$ cat config.mk
export PLATFORM = sky130hd
export DESIGN_NAME = lc3_control_fsm
export DESIGN_NICKNAME = d
export VERILOG_FILES = /design/src/rtl/lc3_control_fsm.sv
export SDC_FILE = /design/constraint.sdc
export NUM_CORES = 1
export LEC_CHECK = 0
export ABC_AREA = 1
export BUFFER_PORTS_ARGS = -buffer_cell sky130_fd_sc_hd__buf_4
export CELL_PAD_IN_SITES_DETAIL_PLACEMENT = 0
export CELL_PAD_IN_SITES_GLOBAL_PLACEMENT = 1
export CORE_MARGIN = 2
export CORE_UTILIZATION = 37
export CTS_BUF_LIST = sky130_fd_sc_hd__clkbuf_4
export DETAILED_ROUTE_END_ITERATION = 6
export PLACE_DENSITY = 0.88
export SYNTH_ARGS = -nofsm -noshare
export SYNTH_HDL_FRONTEND = slang
export SYNTH_SLANG_ARGS = --single-unit
$ cat constraint.sdc
create_clock -name Clk -period 3.4 [get_ports Clk]
set_input_delay 0.17 -clock Clk [delete_from_list [all_inputs] [get_ports Clk]]
set_output_delay 0.17 -clock Clk [all_outputs]
set_load 0.02 [all_outputs]
$ cat src/rtl/lc3_control_fsm.sv
// LC-3 control unit: Moore FSM sequencing fetch, decode and execute, with
// parameterised SRAM wait states for memory reads and writes.
module lc3_control_fsm #(
  parameter int MEM_WAIT = 2
) (
  input  logic       Clk,
  input  logic       Reset,
  input  logic       Run,
  input  logic       Continue,
  input  logic [3:0] Opcode,
  input  logic       IR_5,
  input  logic       BEN,
  output logic       LD_MAR,
  output logic       LD_MDR,
  output logic       LD_IR,
  output logic       LD_BEN,
  output logic       LD_CC,
  output logic       LD_REG,
  output logic       LD_PC,
  output logic       LD_LED,
  output logic       GatePC,
  output logic       GateMDR,
  output logic       GateALU,
  output logic       GateMARMUX,
  output logic [1:0] PCMUX,
  output logic [1:0] ADDR2MUX,
  output logic [1:0] ALUK,
  output logic       DRMUX,
  output logic       SR1MUX,
  output logic       SR2MUX,
  output logic       ADDR1MUX,
  output logic       MIO_EN,
  output logic       Mem_OE,
  output logic       Mem_WE
);

  typedef enum logic [4:0] {
    HALTED, S18, S33, S35, S32, S01, S05, S09, S00, S22, S12,
    S04, S21, S06, S07, S25, S27, S23, S16, PAUSE_IR1, PAUSE_IR2
  } state_t;

  localparam logic [3:0] WAIT_LAST = 4'(MEM_WAIT - 1);

  state_t     state, state_n;
  logic [3:0] wait_cnt, wait_cnt_n;
  logic       imm_sel;

  always_ff @(posedge Clk) begin
    if (Reset) begin
      state    <= HALTED;
      wait_cnt <= '0;
      imm_sel  <= 1'b0;
    end else begin
      state    <= state_n;
      wait_cnt <= wait_cnt_n;
      // IR[5] is captured at dispatch so SR2MUX stays a function of registers only
      if (state == S32) imm_sel <= IR_5;
    end
  end

  always_comb begin
    state_n    = state;
    wait_cnt_n = '0;
    LD_MAR = 1'b0; LD_MDR = 1'b0; LD_IR  = 1'b0; LD_BEN = 1'b0;
    LD_CC  = 1'b0; LD_REG = 1'b0; LD_PC  = 1'b0; LD_LED = 1'b0;
    GatePC = 1'b0; GateMDR = 1'b0; GateALU = 1'b0; GateMARMUX = 1'b0;
    PCMUX  = 2'b00; ADDR2MUX = 2'b00; ALUK = 2'b00;
    DRMUX  = 1'b0; SR1MUX = 1'b0; SR2MUX = 1'b0; ADDR1MUX = 1'b0;
    MIO_EN = 1'b0; Mem_OE = 1'b1; Mem_WE = 1'b1;

    unique case (state)
      HALTED: if (Run) state_n = S18;
      S18: begin
        GatePC = 1'b1; LD_MAR = 1'b1; LD_PC = 1'b1; PCMUX = 2'b00;
        state_n = S33;
      end
      S33, S25: begin
        Mem_OE = 1'b0; MIO_EN = 1'b1; LD_MDR = 1'b1;
        if (wait_cnt == WAIT_LAST) state_n = (state == S33) ? S35 : S27;
        else wait_cnt_n = wait_cnt + 4'd1;
      end
      S35: begin
        GateMDR = 1'b1; LD_IR = 1'b1;
        state_n = S32;
      end
      S32: begin
        LD_BEN = 1'b1;
        unique case (Opcode)
          4'b0001: state_n = S01;
          4'b0101: state_n = S05;
          4'b1001: state_n = S09;
          4'b0000: state_n = S00;
          4'b1100: state_n = S12;
          4'b0100: state_n = S04;
          4'b0110: state_n = S06;
          4'b0111: state_n = S07;
          4'b1101: state_n = PAUSE_IR1;
          default: state_n = S18;
        endcase
      end
      S01, S05, S09: begin
        GateALU = 1'b1; LD_REG = 1'b1; LD_CC = 1'b1;
        SR2MUX  = imm_sel;
        ALUK    = (state == S01) ? 2'b00 : (state == S05) ? 2'b01 : 2'b10;
        state_n = S18;
      end
      S00: state_n = BEN ? S22 : S18;
      S22: begin
        ADDR2MUX = 2'b10; PCMUX = 2'b01; LD_PC = 1'b1;
        state_n = S18;
      end
      S12: begin
        ADDR1MUX = 1'b1; PCMUX = 2'b01; LD_PC = 1'b1;
        state_n = S18;
      end
      S04: begin
        GatePC = 1'b1; DRMUX = 1'b1; LD_REG = 1'b1;
        state_n = S21;
      end
      S21: begin
        ADDR2MUX = 2'b11; PCMUX = 2'b01; LD_PC = 1'b1;
        state_n = S18;
      end
      S06, S07: begin
        ADDR1MUX = 1'b1; ADDR2MUX = 2'b01; GateMARMUX = 1'b1; LD_MAR = 1'b1;
        state_n = (state == S06) ? S25 : S23;
      end
      S27: begin
        GateMDR = 1'b1; LD_REG = 1'b1; LD_CC = 1'b1;
        state_n = S18;
      end
      S23: begin
        SR1MUX = 1'b1; ALUK = 2'b11; GateALU = 1'b1; LD_MDR = 1'b1;
        state_n = S16;
      end
      S16: begin
        Mem_WE = 1'b0;
        if (wait_cnt == WAIT_LAST) state_n = S18;
        else wait_cnt_n = wait_cnt + 4'd1;
      end
      PAUSE_IR1: begin
        LD_LED = 1'b1;
        if (Continue) state_n = PAUSE_IR2;
      end
      PAUSE_IR2: if (!Continue) state_n = S18;
      default: state_n = HALTED;
    endcase
  end

endmodule

# [After elaboration in Yosys (flattened, before gate mapping)]
# Memories as Yosys holds them, arrays and structs flattened.
# Cells that the tools add are included.
[totals] reg_bits=10 rom_bits=80 input_bits=10 output_inout_bits=25 elab_cells=83 n_memories=1
[op_classes] n_addsub=1 eq_ne=26 muxes=33 bitwise=1 reduce_logical=18
[mem_list] memory="(name not given)" words=16 width=5 read_ports=1 rd_ports_with_merged_regs=0 write_ports=0 line_no="88" source="unique case (Opcode)"
[op_table] operator="$pmux 5 s13" count=1
[op_table] operator="$eq 5x4->1 const B" count=8
[op_table] operator="$mux 5" count=7
[op_table] operator="$eq 5x5->1 const B" count=5
[op_table] operator="$reduce_or 3->1" count=7
[op_table] operator="$eq 5x3->1 const B" count=4
[op_table] operator="$mux 1" count=20
[op_table] operator="$reduce_or 4->1" count=3
[op_table] operator="$eq 5x2->1 const B" count=2
[op_table] operator="$ne 2x2->1 const B" count=5
[op_table] operator="$reduce_or 2->1" count=4
[op_table] operator="$reduce_or 7->1" count=1
[op_table] operator="$pmux 2 s3" count=1
[op_table] operator="$eq 5x1->1 const B" count=1
[op_table] operator="$logic_not 5->1" count=1
[op_table] operator="$reduce_and 5->1" count=1
[op_table] operator="$reduce_or 5->1" count=1
[op_table] operator="$add 4x1->4 const B" count=1
[op_table] operator="$eq 4x1->1 const B" count=1
[op_table] operator="$mux 2" count=2
[op_table] operator="$mux 4" count=1
[op_table] operator="$pmux 2 s2" count=1
[op_table] operator="$not 1->1" count=1

# [Longest topological paths before layout]
# Gate-level depths: netlist of the first run.
[logic_depth] depth_word=4 mapped_depth=11 ltp_nobuf=10

# [Worst setup path after synthesis of the first run]
# OpenSTA, ideal clock, no wires.
[synth_timing] path_type="reg2out" from="reg state[3]" to="out ALUK[1]" t_arrival_ns=1.326 required_time_ns=3.230 setup_slack_ns=1.904 stages_incl_launch_ff=7 n_path_buf=1 path_cell_list="dfxtp_1 -> buf_6 -> inv_2 -> nand2_2 -> nor3_2 -> inv_1 -> o21ai_0"
[synth_via] elab_chain_len=4 elab_cells_between_ends=8 classes_between="eq/ne: 4; mux: 3; reduce/logical: 1"
[synth_lines] item="start, declared" line_no="44" source="state_t state, state_n;"
[synth_lines] item="start signal, assigned" line_no="54" source="state <= state_n;"
[synth_lines] item="$eq 5x3->1" line_no="71, 104"
[synth_lines] item="$mux 2 (2 in a row)" line_no="104" source="ALUK = (state == S01) ? 2'b00 : (state == S05) ? 2'b01 : 2'b10;"
[synth_lines] item="$pmux 2 s2 (*)" line_no="71" source="unique case (state)"
[synth_lines] item="end, declared" line_no="27" source="output logic [1:0] ALUK,"
# Mark *: on every way between the ends. The rest lies on a longest branch, timed or not.

# [Worst setup path in the final report of the first run]
[layout_timing] from="reg state[4]" to="out ALUK[0]"
# The elaborated chain is that of the path after synthesis.

==> out/metrics.yaml, run 1 <==
status: "complete, no violations"
startpoint_type: "flip-flop"
ys_warn_count: 0
antenna_cells: 0
cp-startpoint: "state[4]"
synth_cell_types: 29
place_congestion: 0.904
final_nets: 209
seqCellArea_um2: 200
grt_remaining_overflow: 0
grt_max_degree: 15
worst_setup_path_end_kind: "output port"
drc: 0
fmax_ghz: 0.549
initial_core_util_pct: 39.5
hpwl_mm: 2.20
design_area_mm2: 0.00127
power.density_mw_per_mm2: 478
arrival_ns: 1.65
post-route-min-period_ns: 1.82
r2r_slack_ns: 1.78
drv_cap: 0
skew_ns: 0.00521
worstHoldStart: "Reset"
cp_max_fo: 14
via_count: 1096
tritoncts: "built"
antenna_found_initial: 0
placed_area_mm2: 0.00125
drive_above_1_share_pct: 34.4
synth_flop_cell: "dfxtp_1"
clk_latency_ns: 0.26
ctsLongestPathBuffers: 2
die-area_mm2: 0.00312
post-route-period-util_pct: 53.6
areaGrowthSynthToFinish_pct: 27.4
grt_pass1_vias: 1052
final_cells: 225
htree_levels: 1
synthArstFlopShare_pct: 0
die-width_um: 55.9
yosys_register_bits: 10
fillCellCount: 279
slew_violations: 0
drt_iter0_drc: 33
clk_pin_slew_ns: 0.06
cp.required_ns: 3.23
post_drt_wl_per_cell_um: 12.1
hp-class: "in2reg"
grt_pass1_wl_mm: 4.68
antenna_left: 0
firstDrtPassIters: 4
ir_worst_vdd_uv: 353
post-cts-setup-buffers: 0
dpl.cell_count: 222
synthesis.instances: 163
tns_ns: 0
setup_viol: 0
drt_wl_total_mm: 2.73
ctsResizeCount: 0
track_usage_pct: 18.0
syn-mean-instance-area_um2: 6.11
synth_area_um2: 996
r2r-start: "state[4]"
multi_input_area_um2: 678
core_mm2: 0.00252
hold_viol: 0
drt-vias-per-instance: 4.87
cts.sinks: 10
p_leak_nw: 0.659
cts_hold_buf: 0
syn_nets: 175
seq_area_frac_synth_pct: 20.1
dieHeight_um: 55.9
num_io_pins: 35
numCtsBuffers: 3
crit_type: "reg2out"
synth_edf_count: 0
rows: 18
rsz0062_at_grt: "no"
clockRootBuffer: "clkbuf_4"
io_buffers: 33
-- stage by stage --
step | setup slack [ns] | power [mW] | utilization (%) | hold slack, ns
floorplan | 1.90 | 0.425 | - | 0.239
detailed placement | 1.80 | 0.530 | 49.4 | 0.399
global route | 1.39 | 0.655 | 50.3 | 0.125
CTS | 1.57 | 0.609 | 50.3 | 0.119
finish | 1.58 | 0.607 | 50.3 | 0.131
global placement | 1.86 | 0.533 | 49.4 | 0.398
-- worst paths after layout --
| path | to | cells past startpoint |
|---|---|---|
| max | ALUK[0] | 5 |
| min reg2reg | imm_sel | 2 |
| min | imm_sel | 2 |
| max reg2reg | state[0] | 9 |
-- cell families (layout without fill, tap and decap cells) --
group,count (synthesis),in the layout,synth area share [%]
DFF,10,10,20.1
xor gates and xnor gates,2,2,1.76
adders and majority gates,2,2,2.51
buffers and inverters,26,58,11.8
other,1,1,0.377
and+or+nand+nor,106,106,55.2
AOI/OAI and AO/OA,16,16,8.29
-- layout by cell type, fill, tap and decap left out, drive strengths merged, types with 2 or more instances in the layout --
master  Yosys  routed
nand2      52      52
buf         4      33
nor2       29      29
inv        22      22
nand3      15      15
a21oi      10      10
dfxtp      10      10
nand4       5       5
o21ai       5       5
clkbuf      0       3
nor3        3       3
ha          2       2
or2         2       2
-- cell usage after synthesis, types with 4 or more instances --
| master | count | area [um2] |
|---|---|---|
| nor2_2 | 5 | 31.3 |
| a21oi_1 | 10 | 50.1 |
| nand2_1 | 45 | 169 |
| dfxtp_1 | 10 | 200 |
| nor2_1 | 19 | 71.3 |
| nand3_1 | 12 | 60.1 |
| nor2_4 | 4 | 45.0 |
| inv_2 | 8 | 30.0 |
| inv_1 | 14 | 52.6 |
| o21ai_0 | 4 | 20.0 |
| nand4_1 | 5 | 31.3 |
| nand2_2 | 6 | 37.5 |
-- flip-flops by register name (all words and copies together), names as in the netlist --
name and count:
state 5, imm_sel 1, wait_cnt 4
-- layout make-up --
cell class | count | share of cell area [%]
sequential | 10 | 15.8
clock buffer | 3 | 1.78
tap | 30 | 2.96
timing repair buffer | 33 | 19.5
multi-input combinational | 127 | 53.5
inverter | 22 | 6.51
-- layer usage --
metal  vias up  global-route usage (%)  part of all wire (%)
li1        576                       -                     -
met1       478                    24.3                    44
met2        36                    29.1                    48
met3         6                    2.56                   6.2
met4         0                    6.80                   1.6
met5         -                       0                     0
-- critical path: stages, from the launching register on --
cell and delay, ns:
dfxtp_1 0.60, inv_2 0.16, nor3_2 0.22, inv_1 0.13, o31ai_1 0.09, buf_4 0.18
-- power by group --
part | total (mW) | internal (mW) | switching, mW | leakage (nW)
combinational | 0.366 | 0.129 | 0.237 | 0.564
sequential | 0.163 | 0.131 | 0.0321 | 0.0810
clock | 0.0770 | 0.0407 | 0.0363 | 0.0138
Note: power is estimated with default switching activity, not from simulation.
==> inputs of run 2 (changes only) <==
Settings changed: CORE_UTILIZATION 37 to 34, PLACE_DENSITY 0.88 to 0.82.
Clock period 3.4 ns to 1.9 ns, I/O delays scaled along.
==> out/metrics.yaml, run 2 (synthesis results as in run 1) <==
slew_violations: 0
rsz0062_at_grt: "no"
drive_above_1_share_pct: 34.8
clock_power_share_pct: 13.6
crit_type: "reg2out"
ir_worst_vdd_uv: 694
place_congestion: 0.925
dieHeight_um: 58.1
htree_levels: 1
track_usage_pct: 17.1
p_seq_share_pct: 26.8
skew_ns: 0.00442
fillCellCount: 309
cp-startpoint: "state[3]"
post-route-period-util_pct: 90.0
ctsLongestPathBuffers: 2
tritoncts: "built"
initial_core_util_pct: 35.8
grt_pass1_vias: 1064
power.density_mw_per_mm2: 837
hold_viol: 0
status: "complete, no violations"
switching_power_mw: 0.538
drt-vias-per-instance: 4.95
arrival_ns: 1.62
p_leak_nw: 0.672
num_io_pins: 35
fmax_ghz: 0.585
p_comb_share_pct: 59.6
hpwl_mm: 2.21
die-area_mm2: 0.00338
core_mm2: 0.00278
post_drt_wl_per_cell_um: 11.8
largestRegisters: "state (5), wait_cnt (4), imm_sel (1)"
grt_remaining_overflow: 0
startpoint_type: "flip-flop"
antenna_left: 0
final_cell_mix: "nand2_1, buf_4, nor2_1"
via_count: 1133
clockRootBuffer: "clkbuf_4"
cp_max_fo: 8
io_buffers: 33
drt_wl_total_mm: 2.70
numCtsBuffers: 3
path_cells: "inv_2, nand2_2, nor3_2, inv_1, o21ai_0, buf_4"
die-width_um: 58.1
p_sw_share_pct: 49.8
grt_pass1_wl_mm: 4.66
clk_latency_ns: 0.26
antenna_cells: 0
cts.sinks: 10
critPathMaxStageDelay_ns: 0.58
worst_path_max_delay_cell: "dfxtp_1"
drv_cap: 0
p_total_mw: 1.08
rows: 19
areaGrowthSynthToFinish_pct: 29.4
drt_iter0_drc: 55
ctsResizeCount: 0
cts_hold_buf: 0
drc: 0
hp-class: "in2reg"
top_register: "state"
p_int_mw: 0.541
worstHoldStart: "Reset"
final_nets: 211
post-route-min-period_ns: 1.71
r2r-start: "state[3]"
setup_viol: 0
cp.required_ns: 1.80
worst_setup_path_end_kind: "output port"
post-cts-setup-buffers: 0
layout_commonest_cell: "nand2_1"
grt_max_degree: 9
largest_reg_flops: 5
tns_ns: 0
firstDrtPassIters: 5
antenna_found_initial: 0
clk_pin_slew_ns: 0.07
[run 2: cell count changes in the layout (fill, tap and decap cells not counted), sizes merged]
cell | before | now
buf | 33 | 35
clkinv | 0 | 1
[run 2: power groups by stage]
stage / sequential (mW) / clock [mW] / combinational (mW)
2_1_floorplan: 0.265 / 0 / 0.495
3_3_place_gp: 0.293 / 0 / 0.649
3_5_place_dp: 0.293 / 0 / 0.640
4_1_cts: 0.288 / 0.152 / 0.643
5_1_grt: 0.295 / 0.165 / 0.712
6_report: 0.289 / 0.147 / 0.643
[run 2: critical path: cells and delay by family, from the launching register on]
kind,cells,cell delay (ns)
AND/OR/NAND/NOR,2,0.21
flip-flops,1,0.58
AO/OA/AOI/OAI,1,0.11
buffers and inverters,3,0.46
[run 2: final cells by class]
class | instances | area (um2) | area share [%]
inverter | 22 | 82.6 | 6.41
clock inverter | 1 | 3.75 | 0.291
timing repair buffer | 35 | 263 | 20.4
sequential | 10 | 200 | 15.5
multi-input combinational | 127 | 678 | 52.6
tap | 31 | 38.8 | 3.01
clock buffer | 3 | 22.5 | 1.75
[run 2: metal layers]
layer	GRT usage (%)	wire length, um	vias to the layer above
met5	0	0	-
met4	4.32	38	0
met3	2.68	175	4
met2	28.7	1260	51
met1	22.8	1220	494
li1	-	-	584
[run 2: metrics by stage]
step	worst slack, ns	util (%)	std cells	area [um2]	hold slack, ns
2_1_floorplan	0.479	-	163	996	0.164
3_3_place_gp	0.353	45.4	225	1260	0.329
3_5_place_dp	0.380	45.4	225	1260	0.326
4_1_cts	0.213	46.3	229	1290	0.0452
5_1_grt	0.0879	46.3	229	1290	0.0511
6_report	0.190	46.3	229	1290	0.0465
[run 2: path summary, 6_finish.rpt]
kind | cells after the start | endpoint | slack [ns]
worst max register to register | 7 | wait_cnt[2] | 0.32
worst max-delay path | 6 | ALUK[1] | 0.19
worst min-delay path | 2 | state[1] | 0.05
worst min register to register | 2 | imm_sel | 0.48
==> inputs of run 3 (changes only) <==
Settings changed: CELL_PAD_IN_SITES_DETAIL_PLACEMENT 0 to unset, CELL_PAD_IN_SITES_GLOBAL_PLACEMENT 1 to unset, CORE_UTILIZATION 34 to 51.
==> out/metrics.yaml, run 3 (synthesis results as in run 1) <==
status: "complete, no violations"
htree_levels: 1
power.density_mw_per_mm2: 860
antenna_found_initial: 0
startpoint_type: "flip-flop"
worstHoldEndpoint: "imm_sel"
rsz0062_at_grt: "no"
post-route-period-util_pct: 90.0
clockRootBuffer: "clkbuf_4"
final_cell_mix: "nand2_1, buf_4, nor2_1"
crit_type: "reg2out"
place_congestion: 0.938
clk_pin_slew_ns: 0.07
clk_latency_ns: 0.27
track_usage_pct: 26.4
drt_iter0_drc: 60
firstDrtPassIters: 4
cts_hold_buf: 0
p_leak_nw: 0.665
initial_core_util_pct: 55.9
via_count: 1189
grt_max_degree: 14
critPathMaxStageDelay_ns: 0.56
dpl_worst_slack_ns: 0.390
setup_viol: 0
layout_commonest_cell: "nand2_1"
drt_wl_total_mm: 2.85
grt_pass1_vias: 960
tritoncts: "built"
hold_viol: 0
min_path_cells: 2
rows: 15
worst_slack_ns: 0.189
cp.required_ns: 1.80
ctsResizeCount: 0
critical-path-top-delay-family: "flip-flops"
fmax_ghz: 0.585
post-route-min-period_ns: 1.71
hpwl_mm: 2.30
ir_worst_vdd_uv: 588
slew_violations: 0
drt-vias-per-instance: 5.38
cp_max_fo: 8
r2r_slack_ns: 0.35
dieHeight_um: 48.2
drive_above_1_share_pct: 34.7
io_buffers: 33
path_buf_inv: 2
arrival_ns: 1.62
drc: 0
die-width_um: 48.2
largest_reg_flops: 5
die-area_mm2: 0.00232
worst_path_max_delay_cell: "dfxtp_1"
largestRegisters: "state (5), wait_cnt (4), imm_sel (1)"
post_drt_wl_per_cell_um: 12.9
skew_ns: 0.00270
cts.sinks: 10
final_nets: 210
core_mm2: 0.00178
p_total_mw: 1.09
grt_remaining_overflow: 0
antenna_left: 0
drv_cap: 0
worst_setup_path_end_kind: "output port"
num_io_pins: 35
numCtsBuffers: 3
final_util_pct: 71.2
top_register: "state"
path_cells: "nand2_1, nor3_2, inv_1, o31ai_1, buf_4"
grt_pass1_wl_mm: 4.17
r2r_cells: 7
hp-class: "in2reg"
areaGrowthSynthToFinish_pct: 27.5
ctsLongestPathBuffers: 2
tns_ns: 0
post-cts-setup-buffers: 0
antenna_cells: 0
r2r_end: "wait_cnt[0]"
worstHoldStart: "Reset"
r2r-start: "state[3]"
[run 3: worst max path at each step]
stage	to	from	cells past startpoint	slack, ns
final	ALUK[0]	state[0]	5	0.19
after global routing	ALUK[1]	state[3]	6	0.08
after CTS	ALUK[0]	state[0]	5	0.20
after detailed placement	wait_cnt[0]	state[3]	7	0.39
after global placement	state[4]	state[3]	9	0.39
after floorplan	ALUK[1]	state[3]	6	0.48
[run 3: cell type report]
| class | instances | area [um2] |
|---|---|---|
| Tap cell | 25 | 31.3 |
| Fill cell | 167 | 513 |
| Inverter | 22 | 82.6 |
| Sequential cell | 10 | 200 |
| Clock buffer | 3 | 22.5 |
| Multi-Input combinational cell | 127 | 678 |
| Timing Repair Buffer | 34 | 255 |
[run 3: power breakdown]
part	internal, mW	switching (mW)
clock	0.0734	0.0763
combinational	0.231	0.421
sequential	0.235	0.0561
total	0.539	0.553
[run 3: metal layers]
metal | up-vias | global-route usage [%] | share of wire (%)
met5 | - | 0 | 0
met4 | 0 | 12.4 | 3.0
met3 | 13 | 5.56 | 6.6
met2 | 52 | 43.2 | 50
met1 | 545 | 32.8 | 41
li1 | 579 | - | -
[run 3: stage by stage]
step | hold WS (ns) | std cells | cell area [um2]
5_1_grt | 0.0409 | 221 | 1270
3_5_place_dp | 0.321 | 218 | 1250
3_3_place_gp | 0.313 | 218 | 1250
6_report | 0.0451 | 221 | 1270
4_1_cts | 0.0440 | 221 | 1270
2_1_floorplan | 0.164 | 163 | 996
[run 3: worst register-to-register path, stage by stage (launching register included)]
cell	delay [ns]
dfxtp_1	0.57
inv_2	0.14
nor2_4	0.18
nand2_2	0.10
nand2_1	0.09
nand2_2	0.08
or2_4	0.27
nor2_2	0.09
